`src/rtl/cpu_ctrl_pkg.sv`:
```
// Shared encodings and instruction field positions for the multicycle ARM controller.
package cpu_ctrl_pkg;

   localparam int unsigned INSTR_W  = 32;
   localparam int unsigned WAIT_W   = 8;
   localparam int unsigned CLS_HI   = 27;
   localparam int unsigned CLS_LO   = 25;
   localparam int unsigned OPC_HI   = 24;
   localparam int unsigned BIT_LINK = 24;
   localparam int unsigned BIT_L    = 20;
   localparam int unsigned BIT_S    = 20;

   typedef enum logic [2:0] {
      ST_FETCH     = 3'd0,
      ST_DECODE    = 3'd1,
      ST_EXECUTE   = 3'd2,
      ST_MEMORY    = 3'd3,
      ST_WRITEBACK = 3'd4
   } state_e;

   typedef enum logic [1:0] {
      CLS_DP  = 2'd0,
      CLS_SDT = 2'd1,
      CLS_BR  = 2'd2,
      CLS_NOP = 2'd3
   } iclass_e;

   typedef enum logic [1:0] {
      WB_ALU  = 2'd0,
      WB_MEM  = 2'd1,
      WB_LINK = 2'd2
   } wb_sel_e;

   typedef struct packed {
      iclass_e cls;
      logic    is_compare;
      logic    is_load;
      logic    is_link;
   } instr_info_t;

endpackage

```
`src/rtl/multicycle_controller_if.sv`:
```
// Controller <-> datapath/memory signal bundle; master is the controller side.
interface multicycle_controller_if #(
   parameter int unsigned CNT_W = 16
);
   import cpu_ctrl_pkg::*;

   logic               stall;
   logic [INSTR_W-1:0] instr;
   logic               cond_pass;
   logic               imem_ready;
   logic               dmem_ready;
   logic               imem_req;
   logic               dmem_req;
   logic               dmem_we;
   logic               fetch_en;
   logic               regfetch_en;
   logic               execute_en;
   logic               pc_en;
   logic               pc_branch;
   logic               cpsr_write;
   logic               reg_write;
   logic [1:0]         wb_sel;
   logic [2:0]         state;
   logic               fault;
   logic [CNT_W-1:0]   retired;

   modport master (
      input  stall, instr, cond_pass, imem_ready, dmem_ready,
      output imem_req, dmem_req, dmem_we, fetch_en, regfetch_en, execute_en,
             pc_en, pc_branch, cpsr_write, reg_write, wb_sel, state, fault, retired
   );

   modport slave (
      output stall, instr, cond_pass, imem_ready, dmem_ready,
      input  imem_req, dmem_req, dmem_we, fetch_en, regfetch_en, execute_en,
             pc_en, pc_branch, cpsr_write, reg_write, wb_sel, state, fault, retired
   );

endinterface

```
`src/rtl/instr_classifier.sv`:
```
// Combinational decode of the instruction word into class and the flags the sequencer needs.
module instr_classifier
   import cpu_ctrl_pkg::*;
(
   input  logic [INSTR_W-1:0] instr_i,
   output instr_info_t        info_c_o
);

   logic [2:0] cls_field;
   iclass_e    cls;
   logic       unused_instr_bits;

   assign unused_instr_bits = ^{instr_i[31:28], instr_i[19:0]};

   always_comb begin
      cls_field = instr_i[CLS_HI:CLS_LO];
      casez (cls_field)
         3'b00?:  cls = CLS_DP;
         3'b01?:  cls = CLS_SDT;
         3'b101:  cls = CLS_BR;
         default: cls = CLS_NOP;
      endcase
      info_c_o.cls        = cls;
      // TST/TEQ/CMP/CMN only when S is set; the S=0 encodings are not flag-only ops
      info_c_o.is_compare = (cls == CLS_DP) && (instr_i[OPC_HI -: 2] == 2'b10) && instr_i[BIT_S];
      info_c_o.is_load    = (cls == CLS_SDT) && instr_i[BIT_L];
      info_c_o.is_link    = (cls == CLS_BR) && instr_i[BIT_LINK];
   end

endmodule

```
`src/rtl/multicycle_controller.sv`:
```
// Sequencing FSM for the multicycle datapath. Every strobe is the registered action of the
// state just evaluated, so it appears on the cycle after the decision that produced it.
module multicycle_controller
   import cpu_ctrl_pkg::*;
#(
   parameter int unsigned MEM_TIMEOUT = 15,
   parameter int unsigned CNT_W       = 16
) (
   input logic                     clk,
   input logic                     nreset,
   multicycle_controller_if.master bus
);

   instr_info_t       info;

   state_e            state_q,       state_d;
   logic [WAIT_W-1:0] wait_q,        wait_d;
   logic              fault_q,       fault_d;
   logic [CNT_W-1:0]  retired_q,     retired_d;
   logic              imem_req_q,    imem_req_d;
   logic              dmem_req_q,    dmem_req_d;
   logic              dmem_we_q,     dmem_we_d;
   wb_sel_e           wb_sel_q,      wb_sel_d;
   logic              fetch_en_q,    fetch_en_d;
   logic              regfetch_en_q, regfetch_en_d;
   logic              execute_en_q,  execute_en_d;
   logic              pc_en_q,       pc_en_d;
   logic              pc_branch_q,   pc_branch_d;
   logic              cpsr_write_q,  cpsr_write_d;
   logic              reg_write_q,   reg_write_d;

   logic              waiting;
   logic              expire;
   logic              retire;

   instr_classifier u_classifier (
      .instr_i  (bus.instr),
      .info_c_o (info)
   );

   // Next-state and action decode; a stalled cycle holds everything and emits no strobes.
   always_comb begin
      state_d       = state_q;
      wait_d        = wait_q;
      fault_d       = fault_q;
      retired_d     = retired_q;
      imem_req_d    = imem_req_q;
      dmem_req_d    = dmem_req_q;
      dmem_we_d     = dmem_we_q;
      wb_sel_d      = wb_sel_q;
      fetch_en_d    = 1'b0;
      regfetch_en_d = 1'b0;
      execute_en_d  = 1'b0;
      pc_en_d       = 1'b0;
      pc_branch_d   = 1'b0;
      cpsr_write_d  = 1'b0;
      reg_write_d   = 1'b0;
      waiting       = 1'b0;
      expire        = 1'b0;
      retire        = 1'b0;

      if (!bus.stall) begin
         case (state_q)
            ST_FETCH: begin
               if (imem_req_q && bus.imem_ready) begin
                  fetch_en_d = 1'b1;
                  state_d    = ST_DECODE;
               end else begin
                  waiting = imem_req_q;
               end
            end
            ST_DECODE: begin
               regfetch_en_d = 1'b1;
               state_d       = ST_EXECUTE;
            end
            ST_EXECUTE: begin
               execute_en_d = 1'b1;
               if (!bus.cond_pass || info.cls == CLS_NOP) begin
                  pc_en_d = 1'b1;
                  retire  = 1'b1;
                  state_d = ST_FETCH;
               end else begin
                  case (info.cls)
                     CLS_DP: begin
                        cpsr_write_d = bus.instr[BIT_S];
                        if (info.is_compare) begin
                           pc_en_d = 1'b1;
                           retire  = 1'b1;
                           state_d = ST_FETCH;
                        end else begin
                           wb_sel_d = WB_ALU;
                           state_d  = ST_WRITEBACK;
                        end
                     end
                     CLS_BR: begin
                        pc_en_d     = 1'b1;
                        pc_branch_d = 1'b1;
                        if (info.is_link) begin
                           wb_sel_d = WB_LINK;
                           state_d  = ST_WRITEBACK;
                        end else begin
                           retire  = 1'b1;
                           state_d = ST_FETCH;
                        end
                     end
                     default: state_d = ST_MEMORY;
                  endcase
               end
            end
            ST_MEMORY: begin
               if (dmem_req_q && bus.dmem_ready) begin
                  if (info.is_load) begin
                     wb_sel_d = WB_MEM;
                     state_d  = ST_WRITEBACK;
                  end else begin
                     pc_en_d = 1'b1;
                     retire  = 1'b1;
                     state_d = ST_FETCH;
                  end
               end else begin
                  waiting = dmem_req_q;
               end
            end
            ST_WRITEBACK: begin
               reg_write_d = 1'b1;
               pc_en_d     = (info.cls != CLS_BR);
               retire      = 1'b1;
               state_d     = ST_FETCH;
            end
            default: state_d = ST_FETCH;
         endcase

         // An unanswered request that hits the limit skips the instruction without retiring it.
         expire = waiting && (wait_q == WAIT_W'(MEM_TIMEOUT - 1));
         if (expire) begin
            fault_d = 1'b1;
            pc_en_d = 1'b1;
            state_d = ST_FETCH;
         end
         wait_d     = (waiting && !expire) ? wait_q + WAIT_W'(1) : '0;
         imem_req_d = (state_d == ST_FETCH) && !expire;
         dmem_req_d = (state_d == ST_MEMORY);
         dmem_we_d  = dmem_req_d && !info.is_load;
         if (retire) begin
            retired_d = retired_q + CNT_W'(1);
         end
      end
   end

   // State and output registers.
   always_ff @(posedge clk) begin
      if (nreset) begin
         state_q       <= ST_FETCH;
         wait_q        <= '0;
         fault_q       <= 1'b0;
         retired_q     <= '0;
         imem_req_q    <= 1'b0;
         dmem_req_q    <= 1'b0;
         dmem_we_q     <= 1'b0;
         wb_sel_q      <= WB_ALU;
         fetch_en_q    <= 1'b0;
         regfetch_en_q <= 1'b0;
         execute_en_q  <= 1'b0;
         pc_en_q       <= 1'b0;
         pc_branch_q   <= 1'b0;
         cpsr_write_q  <= 1'b0;
         reg_write_q   <= 1'b0;
      end else begin
         state_q       <= state_d;
         wait_q        <= wait_d;
         fault_q       <= fault_d;
         retired_q     <= retired_d;
         imem_req_q    <= imem_req_d;
         dmem_req_q    <= dmem_req_d;
         dmem_we_q     <= dmem_we_d;
         wb_sel_q      <= wb_sel_d;
         fetch_en_q    <= fetch_en_d;
         regfetch_en_q <= regfetch_en_d;
         execute_en_q  <= execute_en_d;
         pc_en_q       <= pc_en_d;
         pc_branch_q   <= pc_branch_d;
         cpsr_write_q  <= cpsr_write_d;
         reg_write_q   <= reg_write_d;
      end
   end

   assign bus.state       = state_q;
   assign bus.fault       = fault_q;
   assign bus.retired     = retired_q;
   assign bus.imem_req    = imem_req_q;
   assign bus.dmem_req    = dmem_req_q;
   assign bus.dmem_we     = dmem_we_q;
   assign bus.wb_sel      = wb_sel_q;
   assign bus.fetch_en    = fetch_en_q;
   assign bus.regfetch_en = regfetch_en_q;
   assign bus.execute_en  = execute_en_q;
   assign bus.pc_en       = pc_en_q;
   assign bus.pc_branch   = pc_branch_q;
   assign bus.cpsr_write  = cpsr_write_q;
   assign bus.reg_write   = reg_write_q;

endmodule

```
`src/flat_wrapper.sv`:
```
// flat-port wrapper written by rule: the top's interface ports become plain ports
module multicycle_controller_flat import cpu_ctrl_pkg::*;
#(
   parameter int unsigned MEM_TIMEOUT = 15,
   parameter int unsigned CNT_W       = 16
)
  (clk, nreset, bus_stall, bus_instr, bus_cond_pass, bus_imem_ready, bus_dmem_ready, bus_imem_req, bus_dmem_req, bus_dmem_we, bus_fetch_en, bus_regfetch_en, bus_execute_en, bus_pc_en, bus_pc_branch, bus_cpsr_write, bus_reg_write, bus_wb_sel, bus_state, bus_fault, bus_retired);
  multicycle_controller_if #(.CNT_W(CNT_W)) bus_i ();
  input logic clk;
  input logic nreset;
  input wire logic [$bits(bus_i.stall)-1:0] bus_stall;
  input wire logic [$bits(bus_i.instr)-1:0] bus_instr;
  input wire logic [$bits(bus_i.cond_pass)-1:0] bus_cond_pass;
  input wire logic [$bits(bus_i.imem_ready)-1:0] bus_imem_ready;
  input wire logic [$bits(bus_i.dmem_ready)-1:0] bus_dmem_ready;
  output wire logic [$bits(bus_i.imem_req)-1:0] bus_imem_req;
  output wire logic [$bits(bus_i.dmem_req)-1:0] bus_dmem_req;
  output wire logic [$bits(bus_i.dmem_we)-1:0] bus_dmem_we;
  output wire logic [$bits(bus_i.fetch_en)-1:0] bus_fetch_en;
  output wire logic [$bits(bus_i.regfetch_en)-1:0] bus_regfetch_en;
  output wire logic [$bits(bus_i.execute_en)-1:0] bus_execute_en;
  output wire logic [$bits(bus_i.pc_en)-1:0] bus_pc_en;
  output wire logic [$bits(bus_i.pc_branch)-1:0] bus_pc_branch;
  output wire logic [$bits(bus_i.cpsr_write)-1:0] bus_cpsr_write;
  output wire logic [$bits(bus_i.reg_write)-1:0] bus_reg_write;
  output wire logic [$bits(bus_i.wb_sel)-1:0] bus_wb_sel;
  output wire logic [$bits(bus_i.state)-1:0] bus_state;
  output wire logic [$bits(bus_i.fault)-1:0] bus_fault;
  output wire logic [$bits(bus_i.retired)-1:0] bus_retired;
  assign bus_i.stall = bus_stall;
  assign bus_i.instr = bus_instr;
  assign bus_i.cond_pass = bus_cond_pass;
  assign bus_i.imem_ready = bus_imem_ready;
  assign bus_i.dmem_ready = bus_dmem_ready;
  assign bus_imem_req = bus_i.imem_req;
  assign bus_dmem_req = bus_i.dmem_req;
  assign bus_dmem_we = bus_i.dmem_we;
  assign bus_fetch_en = bus_i.fetch_en;
  assign bus_regfetch_en = bus_i.regfetch_en;
  assign bus_execute_en = bus_i.execute_en;
  assign bus_pc_en = bus_i.pc_en;
  assign bus_pc_branch = bus_i.pc_branch;
  assign bus_cpsr_write = bus_i.cpsr_write;
  assign bus_reg_write = bus_i.reg_write;
  assign bus_wb_sel = bus_i.wb_sel;
  assign bus_state = bus_i.state;
  assign bus_fault = bus_i.fault;
  assign bus_retired = bus_i.retired;
  multicycle_controller #(.MEM_TIMEOUT(MEM_TIMEOUT), .CNT_W(CNT_W)) u_core (.clk(clk), .nreset(nreset), .bus(bus_i));
endmodule
```
`config.mk`:
```
export PLATFORM = sky130hd
export DESIGN_NAME = multicycle_controller_flat
export DESIGN_NICKNAME = d
export VERILOG_FILES = /design/src/rtl/cpu_ctrl_pkg.sv /design/src/rtl/multicycle_controller_if.sv /design/src/rtl/instr_classifier.sv /design/src/rtl/multicycle_controller.sv /design/src/flat_wrapper.sv
export SDC_FILE = /design/constraint.sdc
export NUM_CORES = 1
export LEC_CHECK = 0
export BUFFER_PORTS_ARGS = -buffer_cell sky130_fd_sc_hd__buf_2
export CAP_MARGIN = 20
export CORE_MARGIN = 2
export CORE_UTILIZATION = 40
export CTS_CLUSTER_SIZE = 40
export DETAILED_ROUTE_END_ITERATION = 7
export PLACE_DENSITY = 0.7
export SLEW_MARGIN = 15
export SYNTH_ARGS = -nofsm -noshare
export SYNTH_HDL_FRONTEND = slang
export SYNTH_SLANG_ARGS = --single-unit
```
`constraint.sdc`:
```
create_clock -name clk -period 2.3 [get_ports clk]
set_input_delay 0 -clock clk [delete_from_list [all_inputs] [get_ports clk]]
set_output_delay 0 -clock clk [all_outputs]
set_load 0.01 [all_outputs]
```
* Word level (Yosys, flattened, before mapping)
Cells that the tools add are included.
** Word-level totals
- Register bits after elaboration :: 40
- Output and inout bits :: 32
- Logic and storage cells :: 106
** Cells by class
- $add $sub $neg :: 2
- Eq/ne operators :: 19
- Multiplexer cells :: 40
- Bitwise logic cells :: 4
- Reduce and logical (&&, ||, !) cells :: 26
** Operators by type and width (count)
- 3-bit two-way mux :: 8
- 16-bit by 1-bit adder with 16-bit output, second input constant :: 1
- 1-bit two-way mux :: 16
- 3-bit one-hot mux with 4 select lines :: 1
- 1-bit logical AND :: 10
- 2-bit two-way mux :: 5
- 3-bit by 2-bit equality test with 1-bit output, second input constant :: 3
- 8-bit by 1-bit adder with 8-bit output, second input constant :: 1
- 8-bit by 4-bit equality test with 1-bit output, second input constant :: 1
- 8-bit two-way mux :: 1
- 2-bit one-hot mux with 2 select lines :: 2
- 8-bit AND reduction :: 1
- 2-bit equality test, second input constant :: 3
- 3-bit equality test, second input constant :: 2
- 3-bit logical NOT :: 2
- 3-bit by 2-bit != test with 1-bit output, second input constant :: 2
- 1-bit one-hot mux with 2 select lines :: 3
- 1-bit one-hot mux with 3 select lines :: 2
- 2-bit one-hot mux with 3 select lines :: 1
- 3-bit one-hot mux with 2 select lines :: 1
- 5-bit OR reduction :: 1
- 2-bit by 1-bit equality test with 1-bit output, second input constant :: 2
- 2-bit logical NOT :: 2
- 2-bit by 1-bit != test with 1-bit output, second input constant :: 2
- 11 further kinds :: 18

* Logic depth before layout (Yosys ltp)
Gate-level depths: netlist (run 1).
- Depth in word-level cells :: 13
- Mapped depth :: 8
- Mapped depth without buffers :: 7

* Hierarchy
Synthesis (run 1) repeated with hierarchy kept, for this count alone.
** Second synthesis, totals
- Cells, all modules :: 226
- Area, all modules :: 1978.1 um^2
** Modules (own cells, without submodules)
- multicycle_controller :: instances 1, cells each 218, area each 1910.6 um^2, seq. area each 800.8 um^2
- instr_classifier :: instances 1, cells each 8, area each 67.6 um^2, seq. area each 0.0 um^2

* Worst setup path before layout (run 1)
OpenSTA, ideal clock, no wires.
- Path kind :: reg2reg
- Start :: reg u_core.state_q[2], in the netlist u_core.bus.state[2]
- End :: reg u_core.retired_q[6], in the netlist u_core.bus.retired[6]
- Setup time :: 0.121 ns
- Data arrival time :: 1.866 ns
- Data required time :: 2.179 ns
- Slack :: 0.313 ns
- Cell stages (with the launch flop) :: 8
- Buffers on the path :: 2
- Period minus slack after synthesis :: 1.987 ns
- Cells stage by stage :: dfxtp_1 -> buf_4 -> or3b_1 -> o31ai_2 -> a21oi_2 -> buf_6 -> nor4_1 -> mux2_2
** Between the ends
- Word-level cells in the longest chain between the ends :: 4
- Elaborated cells between the ends (all ways) :: 6
- Classes of those cells :: eq/ne (3); mux (2); reduce/logical (1)
** RTL lines
- start, declared :: line multicycle_controller.sv:16 : state_e state_q, state_d;
- start signal, assigned :: line multicycle_controller.sv:169 : state_q <= state_d;
- 3-bit equality test / 3-bit by 2-bit equality test with 1-bit output (equally long branches) :: line multicycle_controller.sv:63 : case (state_q)
- 1-bit one-hot mux with 3 select lines * :: line multicycle_controller.sv:63
- 1-bit two-way mux * :: line multicycle_controller.sv:62 : if (!bus.stall) begin
- 2-bit AND reduction (no source line) *
- end signal, assigned :: line multicycle_controller.sv:172 : retired_q <= retired_d;
- end, declared :: line multicycle_controller.sv:19 : logic [CNT_W-1:0] retired_q, retired_d;
Mark *: on every way between the ends. The rest lies on a longest branch, timed or not. The select of a mux whose other input is x is not followed.
A chain may end at the register's enable or synchronous reset.

* Final worst setup path (run 1)
- Start :: reg u_core.state_q[1], in the netlist u_core.bus.state[1]
- End :: reg u_core.wb_sel_q[0], in the netlist u_core.bus.wb_sel[0]
** Between the ends
- Word-level cells in the longest chain between the ends :: 3
- Elaborated cells between the ends (all ways) :: 11
- Classes of those cells :: eq/ne (8); mux (1); reduce/logical (2)
** RTL lines
- 3-bit by 2-bit equality test with 1-bit output :: line multicycle_controller.sv:63
- 3-bit by 2-bit != test with 1-bit output (no source line), or another cell as far along
- 8-bit AND reduction (no source line)
- end signal, assigned :: line multicycle_controller.sv:176 : wb_sel_q <= wb_sel_d;
- end, declared :: line multicycle_controller.sv:23 : wb_sel_e wb_sel_q, wb_sel_d;
Parallel ways exist; a longest one is shown, timed or not.

==> reports/results.tsv, run 1 <==
stage	metric	value	unit
clock_tree	htree depth	2	
timing	Max Clk Rate	0.4788	GHz
clock_tree	Worst-Skew Late Latency	0.29	ns
yosys	#FFs+latches synth	40	
routing	Top Metal Used	met4	
yosys	Mapped Avg Cell Area	8.307	um^2
grt	global-route wire length before repair	7238	um
floorplanning	# IOs	70	
worst_setup_path	Crit Path Category	register to register	
yosys	EDFF count, synth	0	
yosys	Synth Instances	241	
finish	fin area	2424	um^2
clock_tree	CTS Buf Count	5	
clock_tree	clock buffer depth	2	
routing	DR iter-0 viols	122	
worst_setup_path	CP Max Fanout	9	
routing	vias per inst	5.334	
pwr	Power Density	519.0	nW/um^2
floorplanning	Core ar.	4786	um^2
pwr	Comb pwr share	5.8	%
job	max-cap violation count	0	
floorplanning	Die Span Y	74.75	um
routing	DRC violations left	0	
pwr	Flop pwr share	55.8	%
yosys	Mapped Area	2002	um^2
finish	# diodes	0	
place	I/O Buffers	43	
worst_setup_path	Worst Path Arrival	2.25	ns
yosys	async set-reset flop share out of synthesis	0	%
pwr	NetSw	0.2885	mW
pwr	Power Internal	0.9694	mW
yosys	Most used DFF post-synth	dfxtp_1	
finish	Final Non-Filler Cells	356	
timing	endpoints failing hold	0	
routing	vias post-DR	1899	
timing	fin crit share	90.81	%
worst_setup_path	WP data required	2.46	ns
clock_tree	setup repair bufs after CTS	0	
min_path	HP Class	input pin to register	
floorplanning	die area	5587	um^2
yosys	Ys Warns	0	
finish	final-stage net count	329	
routing	DRT Wirelength	4519	um
yosys	sequential cell area fraction in the yosys report	40.00	%
timing	Worst Tran Pin Value	0.5367	ns
pwr	Peak VDD IR	0.4328	mV
timing	setup TNS	0	ns
yosys	syn nets	282	
timing	fin. max-slew vios	0	
status	status	complete, no violations	
clock_tree	root buffer cell	clkbuf_8	
pwr	Switching Share	22.93	%
timing	Worst slew margin	64.22	%
timing	crit path time final	2.089	ns
grt	Tot GR Track Use	16.74	%
worst_setup_path	Crit. End Element	register	
grt	GR Overflow Total	0	
routing	met3 WL	163	um
finish	Area Overhead vs Synth	21.06	%
pwr	leak pwr	0.9835	nW
timing	setup violators final	0	
worst_setup_path	Worst Setup Start Kind	register	
pwr	Clk pwr share	38.5	%
grt	largest net degree at the start of global routing	31	
place	RD Place Congestion	0.7975	
finish	Final Core Density	50.64	%
clock_tree	TritonCTS clock tree	done	
floorplanning	Initial Utilization	41.83	%
routing	antenna-violating nets left	0	
place	dpl cells	346	
timing	RSZ-0062 raised after global routing	false	
timing	Clock Skews	0.007242	ns
yosys	Cell variety after synth	49	
place	Detail Placement HPWL	3193	um
finish	share of layout cells above drive strength 1	22.84	%
floorplanning	Die X	74.75	um
routing	DRT met1 WL	2154	um
grt	vias in the first global route	1612	
timing	hold_ws	0.009296	ns
routing	DR WL met2	2119	um
routing	DRT Pass-1 Iters	4	
floorplanning	row count	25	
clock_tree	clock sinks	40	
routing	WL/cell	12.69	um
place	placed cell area	2313	um^2
grt	initial antenna violation count	0	
clock_tree	Worst-path clk slew	0.07	ns
[per-layer routing]
metal | global-route usage [%] | vias up
met5 | 0 | -
met4 | 7.937 | 0
met3 | 3.347 | 7
met2 | 26.25 | 33
met1 | 22.19 | 878
li1 | - | 981
[registers in the layout, indices dropped and copies added, names as in the netlist, 2 cells and up]
signal and cells:
u_core.bus.state 3, u_core.bus.wb_sel 2, u_core.bus.retired 16, u_core.wait_q 8
[stage by stage]
step	total power [mW]	setup WS, ns
after floorplan	0.7621	0.3130
after global placement	0.7885	0.2273
after detailed placement	0.7889	0.2136
after CTS	1.268	0.1954
after global routing	1.307	0.09016
final	1.258	0.2114
[placed cells by master, fill, tap and decap left out, types with 3 or more instances in the layout]
cell type,netlist,routed
nor2b_1,6,6
nand3_1,12,12
nand4_1,7,7
buf_4,1,8
ha_1,3,3
xor2_1,5,5
nor2_1,23,23
nor3_1,3,3
or2_2,3,3
and3b_1,3,3
o31ai_1,11,11
a21oi_1,21,21
dfxtp_1,40,40
clkbuf_8,0,6
or3_1,3,3
nand2_1,15,15
nor4_1,3,3
buf_2,3,43
or4_1,15,15
o21ai_0,8,8
inv_1,12,12
[power by group through the flow]
stage	registers, mW	logic [mW]	clock network (mW)
2_1_floorplan	0.718	0.0440	0
3_3_place_gp	0.718	0.0707	0
3_5_place_dp	0.718	0.0712	0
4_1_cts	0.701	0.0729	0.494
5_1_grt	0.702	0.0813	0.523
6_report	0.702	0.0727	0.484
[area by class of cell]
type / count / area (um^2)
Sequential cell: 40 / 800.8
Timing Repair Buffer: 54 / 315.3
Fill cell: 458 / 2362
Tap cell: 67 / 83.83
Inverter: 12 / 45.04
Clock buffer: 8 / 90.09
Multi-Input combinational cell: 175 / 1089
[worst max-delay path, cell delays in order (launching register included)]
cell	delay, ns
dfxtp_1	0.50
or3b_1	0.43
or4_1	0.59
a21o_1	0.25
a2bb2oi_1	0.16
nor2_1	0.05
[logic make-up (layout without fill, tap and decap cells)]
kind of cell               Yosys count  after routing  share of synthesized area [%]
and+or+nand+nor                    109            109                          31.25
AOI/OAI and AO/OA                   54             54                          17.13
DFF                                 40             40                          40.00
buffers and inverters               26             74                          5.625
xor gates and xnor gates             7              7                          3.063
adders and majority gates            3              3                          1.875
muxes                                2              2                          1.062
[synth_stat cells (3+ instances only)]
library cell | count | area, um^2
nand2_1 | 15 | 56.30
a21oi_1 | 21 | 105.1
nor2_1 | 23 | 86.33
xor2_1 | 5 | 43.79
dfxtp_1 | 40 | 800.8
nand3_1 | 12 | 60.06
o21ai_0 | 8 | 40.04
or2_2 | 3 | 18.77
buf_2 | 3 | 15.01
ha_1 | 3 | 37.54
inv_1 | 12 | 45.04
and3b_1 | 3 | 26.28
nand4_1 | 7 | 43.79
o31ai_1 | 11 | 82.58
clkbuf_1 | 9 | 33.78
or4_1 | 15 | 112.6
or3_1 | 3 | 18.77
nor3_1 | 3 | 15.01
nor2b_1 | 6 | 37.54
nor4_1 | 3 | 18.77
[repair_timing]
item,CTS,global route
gates resized for setup,0,0
hold endpoints to repair,1,0
hold buffers,2,0
[worst paths after layout]
path | startpoint | depth (start not counted) | to | slack (ns)
max | u_core.bus.state[1]$_SDFFE_PP0N_ | 5 | u_core.bus.wb_sel[0]$_SDFFE_PP0P_ | 0.21
min | bus_instr[25] | 3 | u_core.bus.pc_branch$_SDFF_PP0_ | 0.009
max reg2reg | u_core.bus.state[1]$_SDFFE_PP0N_ | 5 | u_core.bus.wb_sel[0]$_SDFFE_PP0P_ | 0.21
min reg2reg | u_core.bus.state[2]$_SDFFE_PP0N_ | 1 | u_core.bus.regfetch_en$_SDFF_PP0_ | 0.47
(Power assumes the default switching activity.)
==> run 2, diff against run 1 <==
--- a/config.mk
+++ b/config.mk
@@ -15,4 +15,5 @@
 export SLEW_MARGIN = 15
 export SYNTH_ARGS = -nofsm -noshare
 export SYNTH_HDL_FRONTEND = slang
+export SYNTH_HIERARCHICAL = 1
 export SYNTH_SLANG_ARGS = --single-unit
==> run 2 against run 1 <==
  * Utilization shrank 0.30 points
  * Clock skew grew 0.00089 ns
  * Routed wire length decreased by 4.5%
  * Non-clock buffer count shrank 2
  * Power up 0.81%
  * Sequential cell count stayed put
  * Cell count fell by 3.7%
  * Worst setup slack improved by 0.062 ns
  * Critical path type unchanged
  * Largest cell class unchanged
  * Highest routed layer unchanged
==> reports/results.tsv, run 2 <==
stage	metric	value	unit
worst_setup_path	slowest stage cell, crit path	or4_1	
pwr	Peak VDD IR	0.2178	mV
floorplanning	Die Span Y	74.33	um
clock_tree	TritonCTS clock tree	done	
worst_setup_path	Worst Path Arrival	2.24	ns
yosys	async set-reset flop share out of synthesis	0	%
yosys	Mapped Avg Cell Area	8.753	um^2
clock_tree	CTS Buf Count	5	
yosys	adder-cell share of the synthesized area	1.898	%
grt	Tot GR Track Use	16.60	%
worst_setup_path	Crit. End Element	register	
yosys	post-synthesis mux area share	1.518	%
finish	Final Core Density	50.34	%
yosys	post-synth top area share	40.48	%
place	RD Place Congestion	0.8324	
finish	# diodes	0	
clock_tree	Worst-Skew Late Latency	0.29	ns
yosys	EDFF count, synth	0	
worst_setup_path	CP Max Fanout	15	
worst_setup_path	Worst path max stage delay	0.54	ns
timing	setup violators final	0	
yosys	Most used DFF post-synth	dfxtp_1	
timing	fin. max-slew vios	0	
timing	hold_ws	0.01522	ns
place	dpl cells	335	
routing	DRT Pass-1 Iters	4	
floorplanning	Core ar.	4755	um^2
yosys	XOR/XNOR Fraction of Synth Area	6.199	%
floorplanning	Die X	74.33	um
yosys	Post-Synth Simple-Gate Area	28.72	%
worst_setup_path	CP Cell Sequence	nand2b_1 -> a2111oi_4 -> o21ai_2 -> or4_1 -> a21oi_1	
finish	Largest register FFs	16	
clock_tree	htree depth	2	
finish	register area	800.8	um^2
grt	initial antenna violation count	0	
yosys	Cell variety after synth	49	
worst_setup_path	worst path bufs/invs	0	
clock_tree	setup repair bufs after CTS	0	
timing	fin crit share	88.09	%
yosys	sequential cell area fraction in the yosys report	40.48	%
floorplanning	row count	25	
routing	DRC violations left	0	
timing	Max Clk Rate	0.4935	GHz
floorplanning	# IOs	70	
job	max-cap violation count	0	
yosys	Compound-Gate Fraction of Synth Area	16.82	%
clock_tree	Post-CTS Hold Fix Bufs	0	
clock_tree	clock sinks	40	
timing	endpoints failing hold	0	
grt	GR Overflow Total	0	
routing	vias per inst	5.222	
routing	DRT Wirelength	4316	um
floorplanning	die area	5524	um^2
worst_setup_path	Largest delay share family, worst path	compound AO/OA/AOI/OAI gates	
place	I/O Buffers	43	
yosys	Mapped Area	1978	um^2
routing	WL/cell	12.58	um
yosys	largest family of logic cells by synthesized area	simple AND/OR/NAND/NOR gates	
place	Detail Placement HPWL	3142	um
yosys	#FFs+latches synth	40	
clock_tree	clock buffer depth	2	
yosys	syn nets	267	
timing	Worst Tran Pin Value	0.5499	ns
finish	most frequent cells in the layout	43 x buf_2, 40 x dfxtp_1, 30 x nor2_1	
finish	Area Overhead vs Synth	21.00	%
timing	crit path time final	2.026	ns
grt	global-route wire length before repair	7169	um
yosys	cell with the most instances after synthesis	dfxtp_1	
finish	commonest non-fill, non-tap cell in the layout	buf_2	
clock_tree	post-CTS sizing	0	
floorplanning	Initial Utilization	41.61	%
routing	vias post-DR	1791	
timing	Clock Skews	0.008134	ns
grt	vias in the first global route	1594	
finish	share of layout cells above drive strength 1	24.64	%
finish	footprint of the multi-input gates	1091	um^2
worst_setup_path	WP data required	2.51	ns
worst_setup_path	Worst Setup Start Kind	register	
pwr	Power Density	529.8	nW/um^2
timing	RSZ-0062 raised after global routing	false	
pwr	leak pwr	0.9859	nW
yosys	Area contributors post-synth	dfxtp_1 40%, nor2_1 5.7%, xor2_1 4.4%, a21oi_1 2.8%, nand2_1 2.7%	
timing	setup TNS	0	ns
yosys	biggest area consumer among synthesized cells	dfxtp_1	
finish	Final Non-Filler Cells	343	
clock_tree	Worst-path clk slew	0.08	ns
clock_tree	root buffer cell	clkbuf_8	
yosys	Synth Instances	226	
routing	antenna-violating nets left	0	
worst_setup_path	Crit Path Category	register to register	
routing	DR iter-0 viols	100	
yosys	Ys Warns	6	
grt	largest net degree at the start of global routing	31	
timing	Worst slew margin	63.34	%
worst_setup_path	FF-to-FF setup slack	0.27	ns
status	status	complete, no violations	
finish	final-layout fill cell count	504	
yosys	Commonest cells post-synth	40 x dfxtp_1, 30 x nor2_1, 14 x nand2_1	
finish	final-stage net count	316	
min_path	HP Class	input pin to register	
[run 2: path summary, 6_finish.rpt]
kind | to | cells after the start | from
worst max register to register | u_core/bus.retired[8]$_SDFFE_PP0P_ | 5 | u_core/bus.state[1]$_SDFFE_PP0N_
worst max-delay path | u_core/bus.retired[8]$_SDFFE_PP0P_ | 5 | u_core/bus.state[1]$_SDFFE_PP0N_
worst min-delay path | u_core/bus.cpsr_write$_SDFF_PP0_ | 2 | bus_instr[20]
worst min register to register | u_core/bus.dmem_we$_SDFFE_PP0N_ | 2 | u_core/bus.dmem_we$_SDFFE_PP0N_
[run 2: layout make-up]
type	instances	area share [%]
tap	67	3.502
multi-input combinational	165	45.58
sequential	40	33.46
clock buffer	7	3.607
timing repair buffer	52	11.81
inverter	11	1.725
clock inverter	1	0.3136
[run 2: stage by stage]
stage / setup slack [ns] / power (mW) / instance area [um^2]
finish: 0.2738 / 1.268 / 2394
global route: 0.1327 / 1.331 / 2394
CTS: 0.2837 / 1.288 / 2394
detailed placement: 0.1700 / 0.8004 / 2300
global placement: 0.1751 / 0.7977 / 2300
floorplan: 0.3026 / 0.7709 / 1978
[run 2: logic make-up (layout without fill, tap and decap cells)]
group / after synthesis / count (layout)
buf+inv: 21 / 71
mux: 3 / 3
flops: 40 / 40
fa+ha+maj: 3 / 3
simple gates: 101 / 101
xor+xnor: 14 / 14
compound gates: 44 / 44
[run 2: power by group]
group          leakage (nW)  switching (mW)  internal (mW)
registers             0.323         0.00557          0.697
clock network        0.0445           0.240          0.244
logic                 0.619          0.0495         0.0324
[run 2: layer usage]
metal  global-route usage, %  share of wire [%]
met2                   26.29                 45
met5                       0                  0
met4                   5.952                1.3
met1                   21.86                 49
met3                   4.472                5.4
==> run 3, diff against run 2 <==
--- a/config.mk
+++ b/config.mk
@@ -5,6 +5,7 @@
 export SDC_FILE = /design/constraint.sdc
 export NUM_CORES = 1
 export LEC_CHECK = 0
+export ABC_AREA = 1
 export BUFFER_PORTS_ARGS = -buffer_cell sky130_fd_sc_hd__buf_2
 export CAP_MARGIN = 20
 export CORE_MARGIN = 2
==> run 3 against run 2 <==
  * Routed wire length increased by 5.8%
  * Critical endpoint is now u_core/bus.retired[14]$_SDFFE_PP0P_
  * Largest power group unchanged
  * Design area increased by 3.0%
  * Largest cell class unchanged
  * Worst setup slack improved by 0.49 ns
==> reports/results.tsv, run 3 <==
stage	metric	value	unit
grt	met3 usage	3.910	%
worst_setup_path	reg-to-reg startpoint	u_core/bus.retired[0]$_SDFFE_PP0P_	
timing	setup violators final	0	
finish	register area	800.8	um^2
worst_setup_path	Crit. End Element	register	
routing	WL/cell	10.64	um
routing	vias post-DR	2034	
min_path	Hold Startpoint	bus_stall	
grt	largest net degree at the start of global routing	23	
yosys	Synth Instances	314	
yosys	EDFF count, synth	0	
yosys	async set-reset flop share out of synthesis	0	%
routing	vias per inst	4.741	
worst_setup_path	R2R Path End	u_core/bus.retired[14]$_SDFFE_PP0P_	
yosys	Most used DFF post-synth	dfxtp_1	
place	Detail Placement HPWL	3467	um
min_path	HP Class	input pin to register	
yosys	biggest area consumer among synthesized cells	dfxtp_1	
grt	global-route wire length before repair	7955	um
worst_setup_path	Crit Path Category	register to register	
min_path	Hold Path Stages	3	
timing	Worst slew margin	68.26	%
finish	footprint of the multi-input gates	1119	um^2
grt	met2 GRT Util	27.08	%
yosys	Ys Warns	6	
finish	Largest register FFs	16	
grt	initial antenna violation count	0	
clock_tree	clock buffer depth	2	
floorplanning	# IOs	70	
yosys	#FFs+latches synth	40	
clock_tree	root buffer cell	clkbuf_8	
job	max-cap violation count	0	
floorplanning	die area	5858	um^2
clock_tree	Worst-path clk slew	0.08	ns
clock_tree	TritonCTS clock tree	done	
clock_tree	setup repair bufs after CTS	0	
floorplanning	Die X	76.54	um
worst_setup_path	WP data required	2.52	ns
place	RD Place Congestion	0.8752	
yosys	syn nets	355	
yosys	Cell variety after synth	27	
pwr	Power Density	526.5	nW/um^2
clock_tree	post-CTS sizing	0	
worst_setup_path	FF-to-FF setup slack	0.76	ns
place	I/O Buffers	43	
yosys	Area contributors post-synth	dfxtp_1 38%, nand2_1 16%, nor2_1 7.7%, a21oi_1 6.4%, inv_1 5.9%	
finish	fin area	2465	um^2
worst_setup_path	Worst Setup Start Kind	register	
yosys	cell with the most instances after synthesis	nand2_1	
timing	hold_ws	0.01473	ns
timing	RSZ-0062 raised after global routing	false	
finish	share of layout cells above drive strength 1	17.55	%
timing	Max Clk Rate	0.6507	GHz
floorplanning	row count	26	
clock_tree	Worst-Skew Late Latency	0.29	ns
grt	met1 usage	20.82	%
finish	Final Core Density	48.26	%
worst_setup_path	CP Launch Point	u_core/bus.retired[0]$_SDFFE_PP0P_	
yosys	Mapped Area	2105	um^2
yosys	Mapped Avg Cell Area	6.702	um^2
grt	vias in the first global route	1840	
finish	# diodes	0	
clock_tree	htree depth	2	
routing	DR iter-0 viols	128	
timing	fin. max-slew vios	0	
status	status	complete, no violations	
finish	commonest non-fill, non-tap cell in the layout	nand2_1	
grt	GR Overflow Total	0	
clock_tree	clock sinks	40	
grt	Tot GR Track Use	16.41	%
finish	most frequent cells in the layout	91 x nand2_1, 43 x buf_2, 43 x nor2_1	
finish	Area Overhead vs Synth	17.12	%
place	placed cell area	2362	um^2
timing	fin crit share	66.81	%
clock_tree	CTS Buf Count	5	
timing	crit path time final	1.537	ns
worst_setup_path	CP Max Fanout	7	
routing	DRT Wirelength	4566	um
finish	final-layout fill cell count	558	
timing	setup TNS	0	ns
floorplanning	Core ar.	5107	um^2
floorplanning	Initial Utilization	41.21	%
min_path	hold path endpoint	u_core/bus.dmem_req$_SDFFE_PP0N_	
worst_setup_path	worst reg-to-reg path cell count	7	
routing	DRT Pass-1 Iters	4	
yosys	sequential cell area fraction in the yosys report	38.05	%
finish	final-stage net count	399	
routing	DRC violations left	0	
timing	endpoints failing hold	0	
pwr	Peak VDD IR	0.3116	mV
yosys	Commonest cells post-synth	91 x nand2_1, 43 x nor2_1, 40 x dfxtp_1	
pwr	leak pwr	1.088	nW
floorplanning	Die Span Y	76.54	um
yosys	post-synth top area share	38.05	%
timing	Worst Tran Pin Value	0.4756	ns
timing	Clock Skews	0.003813	ns
worst_setup_path	Worst Path Arrival	1.76	ns
routing	antenna-violating nets left	0	
grt	GRT busiest layer	met2	
==> run 3: changes by cell type in the layout (fill, tap and decap cells not counted), sizes merged, moves of 9 or more <==
cell   before  now
nand2      14   95
inv        11   36
a21oi      12   28
nor2       30   45
nand3       9   21
buf        52   43
==> run 3: critical path, stage by stage (launching register included) <==
cell and delay [ns]:
dfxtp_1 0.44, ha_1 0.25, nand3_1 0.16, nor2_1 0.19, nand3_1 0.11, xor2_1 0.14
nand2_1 0.06, a21oi_1 0.12
==> run 3: cell type report <==
| cell class | count | area share [%] |
|---|---|---|
| clock inverter | 2 | 0.4061 |
| sequential | 40 | 32.49 |
| tap | 70 | 3.553 |
| inverter | 36 | 5.685 |
| timing repair buffer | 44 | 9.137 |
| multi-input combinational | 231 | 45.38 |
| clock buffer | 6 | 3.350 |
==> run 3: kinds of logic after synthesis <==
| family | share of synthesized area [%] |
|---|---|
| AOI/OAI and AO/OA | 9.691 |
| xor gates and xnor gates | 7.075 |
| adders and majority gates | 1.784 |
| buffers and inverters | 8.799 |
| DFF | 38.05 |
| and+or+nand+nor | 34.60 |
==> run 3: how the worst max path moves through the flow <==
stage / endpoint / slack (ns) / depth (start not counted)
after floorplan: u_core/bus.retired[14]$_SDFFE_PP0P_ / 0.86 / 7
after global placement: u_core/bus.retired[14]$_SDFFE_PP0P_ / 0.79 / 7
after detailed placement: u_core/bus.retired[14]$_SDFFE_PP0P_ / 0.76 / 7
after CTS: u_core/bus.retired[14]$_SDFFE_PP0P_ / 0.74 / 7
after global routing: u_core/bus.retired[11]$_SDFFE_PP0P_ / 0.59 / 11
final: u_core/bus.retired[14]$_SDFFE_PP0P_ / 0.76 / 7
==> run 3: power breakdown <==
part           switching [mW]  leakage [nW]  internal (mW)  total (mW)
combinational          0.0750         0.713         0.0369       0.112
clock                   0.234        0.0510          0.239       0.473
sequential             0.0111         0.323          0.702       0.713
==> run 3: through the flow <==
step | cells | power (mW) | worst slack (ns)
CTS | 429 | 1.324 | 0.7380
detailed placement | 420 | 0.8389 | 0.7584
global route | 429 | 1.372 | 0.5882
finish | 429 | 1.298 | 0.7633
floorplan | 314 | 0.8049 | 0.8615
global placement | 420 | 0.8359 | 0.7859
==> run 3: repair_timing <==
action / CTS / global route
hold endpoints to repair: 1 / 0
hold buffers: 1 / 0
endpoints found under the setup margin: 0 / 0
==> run 3: layer usage <==
| metal | part of all wire [%] | up-vias | wire length (um) |
|---|---|---|---|
| met2 | 49 | 36 | 2232 |
| met3 | 3.3 | 6 | 151 |
| met4 | 1.2 | 0 | 54 |
| met1 | 47 | 907 | 2128 |
| met5 | 0 | - | 0 |
| li1 | - | 1085 | - |
